[config.mk]
export PLATFORM = sky130hd
export DESIGN_NAME = led_test_sel
export DESIGN_NICKNAME = d
export VERILOG_FILES = /design/src/rtl/led_pkg.sv /design/src/rtl/key_debounce.sv /design/src/rtl/led_test_sel.sv
export SDC_FILE = /design/constraint.sdc
export NUM_CORES = 1
export LEC_CHECK = 0
export BUFFER_PORTS_ARGS = -buffer_cell sky130_fd_sc_hd__buf_2
export CORE_ASPECT_RATIO = 1.2
export CORE_MARGIN = 5
export CORE_UTILIZATION = 35
export CTS_BUF_LIST = sky130_fd_sc_hd__clkbuf_16
export DETAILED_ROUTE_END_ITERATION = 6
export PLACE_DENSITY = 0.59
export SLEW_MARGIN = 20
export SYNTH_ARGS = -nofsm -noshare
export SYNTH_HDL_FRONTEND = slang
export SYNTH_SLANG_ARGS = --single-unit
[constraint.sdc]
create_clock -name clk -period 1.9 [get_ports clk]
set_clock_uncertainty 0.2 [all_clocks]
set_input_delay 0.19 -clock clk [delete_from_list [all_inputs] [get_ports clk]]
set_output_delay 0.19 -clock clk [all_outputs]
set_load 0.02 [all_outputs]
[src/rtl/led_pkg.sv]
// Shared constants and elaboration helpers for the LED source selector.
// Key polarity is active-low at the pin; the LED is active-high.
package led_pkg;

  localparam logic KEY_PRESSED  = 1'b0;
  localparam logic KEY_RELEASED = 1'b1;
  localparam logic LED_ON       = 1'b1;

  function automatic int clog2(input longint unsigned v);
    int r;
    r = 0;
    while ((64'd1 << r) < v) r++;
    return r;
  endfunction

  // A one-cycle debounce still needs a one-bit counter to compare against.
  function automatic int cnt_width(input longint unsigned cycles);
    return (clog2(cycles) < 1) ? 1 : clog2(cycles);
  endfunction

endpackage

[src/rtl/key_debounce.sv]
// Push-button synchroniser and stability counter.
// The key level is accepted only after DEBOUNCE_CYCLES consecutive differing samples.
module key_debounce
  import led_pkg::*;
#(
  parameter int DEBOUNCE_CYCLES = 1000000,
  parameter int SYNC_STAGES     = 2
) (
  input  logic clk,
  input  logic rst,
  input  logic key_raw,
  output logic key_db
);

  localparam int              CNT_W    = cnt_width(DEBOUNCE_CYCLES);
  localparam logic [CNT_W-1:0] CNT_LAST = CNT_W'(DEBOUNCE_CYCLES - 1);

  logic [SYNC_STAGES-1:0] key_sync;
  logic                   key_s;
  logic [CNT_W-1:0]       cnt;

  assign key_s = key_sync[SYNC_STAGES-1];

  always_ff @(posedge clk) begin
    if (rst) begin
      // Presetting the chain to released keeps a held button from being seen at reset exit.
      key_sync <= {SYNC_STAGES{KEY_RELEASED}};
      cnt      <= '0;
      key_db   <= KEY_RELEASED;
    end else begin
      key_sync <= {key_sync[SYNC_STAGES-2:0], key_raw};
      if (key_s != key_db) begin
        if (cnt == CNT_LAST) begin
          key_db <= key_s;
          cnt    <= '0;
        end else begin
          cnt <= cnt + 1'b1;
        end
      end else begin
        // Any return to the accepted level forfeits all accumulated count.
        cnt <= '0;
      end
    end
  end

endmodule

[src/rtl/led_test_sel.sv]
// Registered 2-to-1 LED source selector: debounced button picks a (pressed) or b (released).
// Data inputs are synchronised but not filtered.
module led_test_sel
  import led_pkg::*;
#(
  parameter int DEBOUNCE_CYCLES = 1000000,
  parameter int SYNC_STAGES     = 2
) (
  input  logic clk,
  input  logic rst,
  input  logic a,
  input  logic b,
  input  logic key_in,
  output logic led_out
);

  logic [SYNC_STAGES-1:0] a_sync;
  logic [SYNC_STAGES-1:0] b_sync;
  logic                   a_s;
  logic                   b_s;
  logic                   key_db;

  key_debounce #(
    .DEBOUNCE_CYCLES(DEBOUNCE_CYCLES),
    .SYNC_STAGES    (SYNC_STAGES)
  ) u_key_debounce (
    .clk    (clk),
    .rst    (rst),
    .key_raw(key_in),
    .key_db (key_db)
  );

  assign a_s = a_sync[SYNC_STAGES-1];
  assign b_s = b_sync[SYNC_STAGES-1];

  always_ff @(posedge clk) begin
    if (rst) begin
      a_sync  <= '0;
      b_sync  <= '0;
      led_out <= ~LED_ON;
    end else begin
      a_sync  <= {a_sync[SYNC_STAGES-2:0], a};
      b_sync  <= {b_sync[SYNC_STAGES-2:0], b};
      // Output register stage: one cycle after the synchronisers.
      led_out <= (key_db == KEY_PRESSED) ? a_s : b_s;
    end
  end

endmodule

==> flow_summary.toml <==
[status]
status = "finished clean"

[route]
drtAntennaViolNets = 0
wire_per_inst_um = 12.7
vias = 941
vias_per_cell = 5.17
drtIter0Drc = 37
firstDrtPassIters = 4
remaining_drc_errors = 0
totalWireLength_um = 2320

[critical_path]
max_stage_delay_ns = 0.52
cp-end-kind = "flip-flop"
cp_top_family = "simple AND/OR/NAND/NOR gates"
crit_arrival_ns = 1.81
crit_required_ns = 1.90
crit_chain = "and4_1 > nand2_1 > or4_1 > a21oi_1"
crit_buf_inv = 0
path_class = "flip-flop to flip-flop"
rrSetupSlack_ns = 0.09
crit_path_start_kind = "flip-flop"
cp_slowest_cell = "or4_1"
critPathMaxFanout = 7
worstRegToRegCells = 4
timing.rr.end = "u_key_debounce.cnt[19]"
r2r_start = "u_key_debounce.cnt[7]"

[placed_design]
gp_congestion = 0.773
hpwl_um = 1660
place_inst = 175
port_buffers = 5
place_ws_ns = 0.0568

[die]
start_util_pct = 36.0
rows = 23
core_um2 = 3310
die_h_um = 73.9
dieWidth_um = 63.3
ioPinCount = 6
dieArea_um2 = 4680

[grt]
grt_pass1_vias = 878
grtUsageTotal_pct = 10.9
grt_pass1_wl_um = 3980
grt_max_degree = 20
grt.overflow.total = 0
antenna_found_initial = 0

[yosys]
synth.most_common_cell = "dfxtp_1"
yosysTopAreaCell = "dfxtp_1"
yosysWarnings = 0
ys_top_cells_by_area = "dfxtp_1, nor2_1, xor2_1"
synth_common_cells = "dfxtp_1, nor2_1, xor2_1"
ys_types = 37
synth_nets = 133
synth_ff_type = "dfxtp_1"
synth_edf_count = 0
ys_seq_area_share_pct = 47.0
synth_seq_cells = 28
synthArstFlopShare_pct = 0
synth_top_cell_area_share_pct = 47.0
netlist_instances = 127
synth_area_per_cell_um2 = 9.39
syn_area_um2 = 1190

[clocking]
cts_buffers = 3
cts_num_sinks = 28
clk_pin_slew_ns = 0.07
clk_latency_ns = 0.26
cts_buffer_depth = 2
clockRootBuffer = "clkbuf_16"
cts_tree = "yes"
htreeDepth = 1

[power]
power.density_nw_per_um2 = 765
p_leak_uw = 0.000495
vdd_drop_max_mv = 0.578

[timing]
hold_slack_ns = 0.00806
setup_viol = 0
tns_ns = 0
grt_setup_unrepaired = "true"
slew_viol_final = 0
post-route-min-period_ns = 1.81
tightest_slew_ns = 0.359
fin_crit_sh_pct = 95.3
setup_ws_ns = 0.0900
hold_violations = 0
timing.slew.headroom_pct = 75.9
fmax_ghz = 0.552

[worst_hold_path]
min_to = "b_sync[0]"
min_from = "rst"
min_path_type = "input pin to flip-flop"
hold_depth = 2

[finish]
area_growth_syn_to_layout_pct = 21.2
final_util_pct = 43.7
antenna_cells = 0
drive_gt1_share_pct = 18.6
nets = 152
final_cell_count_no_fill = 182

[job]
cap_violations = 0
through the flow:
step                cell area, um2  power, uW
global route                  1450       1160
CTS                           1440       1120
floorplan                     1190        622
detailed placement            1330        632
finish                        1450       1110
global placement              1330        631
registers in the layout, summed over array words and instances, names as in the netlist:
name                     flops
u_key_debounce.key_sync      2
led_out                      1
u_key_debounce.key_db        1
b_sync                       2
u_key_debounce.cnt          20
a_sync                       2
what timing repair did:
item,in CTS,in global routing
endpoints found under the hold margin,3,0
buffers inserted,0,0
setup endpoints to repair,0,20
hold buffers,3,0
gates resized for setup,0,3
layout make-up:
cell class	count	area, um2
clock buffers	3	75.1
clock inverters	1	3.75
fillers	303	1860
inverters	5	18.8
multi-input cells	91	604
flip-flops and latches	28	562
well taps	37	46.3
repair buffers	17	135
power by group:
part | switching [uW] | total (uW) | internal, uW | leakage [uW]
registers | 1.82 | 595 | 594 | 0.000228
logic | 12.2 | 27.3 | 15.1 | 0.000229
clock network | 201 | 483 | 282 | 0.0000385
total | 215 | 1110 | 891 | 0.000495
worst max path at each step:
stage / startpoint / to / slack (ns) / cells after the start
CTS: u_key_debounce.cnt[1] / u_key_debounce.cnt[18] / 0.05 / 5
floorplan: u_key_debounce.cnt[0] / u_key_debounce.cnt[18] / 0.05 / 5
finish: u_key_debounce.cnt[7] / u_key_debounce.cnt[19] / 0.09 / 4
detailed placement: u_key_debounce.cnt[1] / u_key_debounce.cnt[18] / 0.06 / 5
global placement: u_key_debounce.cnt[0] / u_key_debounce.cnt[18] / 0.12 / 5
global route: u_key_debounce.cnt[1] / u_key_debounce.cnt[18] / -0.02 / 5
worst register-to-register path: stages (launching register included):
cell and delay [ns]:
dfxtp_1 0.46, and4_1 0.28, nand2_1 0.14, or4_1 0.52, a21oi_1 0.14
logic make-up (layout without fill, tap and decap cells):
group / count (synthesis) / after routing / synth area share, %
buffers and inverters: 8 / 26 / 2.94
adder cells (fa/ha/maj): 1 / 1 / 1.05
AND/OR/NAND/NOR: 61 / 61 / 30.2
AO/OA/AOI/OAI: 15 / 15 / 8.39
multiplexers: 1 / 1 / 0.839
XOR/XNOR: 13 / 13 / 9.55
flip-flops: 28 / 28 / 47.0
layout by cell type, fill, tap and decap left out, types with 3 or more instances in the layout:
master / count
a21oi_1: 6
buf_2: 5
buf_4: 8
clkbuf_16: 3
dfxtp_1: 27
dlygate4sd3_1: 3
inv_1: 5
nand2_1: 5
nand3_1: 3
nand4_1: 6
nor2_1: 17
nor2b_1: 4
nor3_1: 4
o31ai_1: 3
or3_1: 3
or4_1: 3
xnor2_1: 6
xor2_1: 7
per-layer routing:
layer | wire, um | part of all wire, % | GRT usage, %
met1 | 1040 | 45 | 13.2
met4 | 48 | 2.1 | 5.54
met2 | 1160 | 50 | 18.2
met5 | 0 | 0 | 0
met3 | 71 | 3.1 | 2.27
Power figures use the tool's default switching activity.
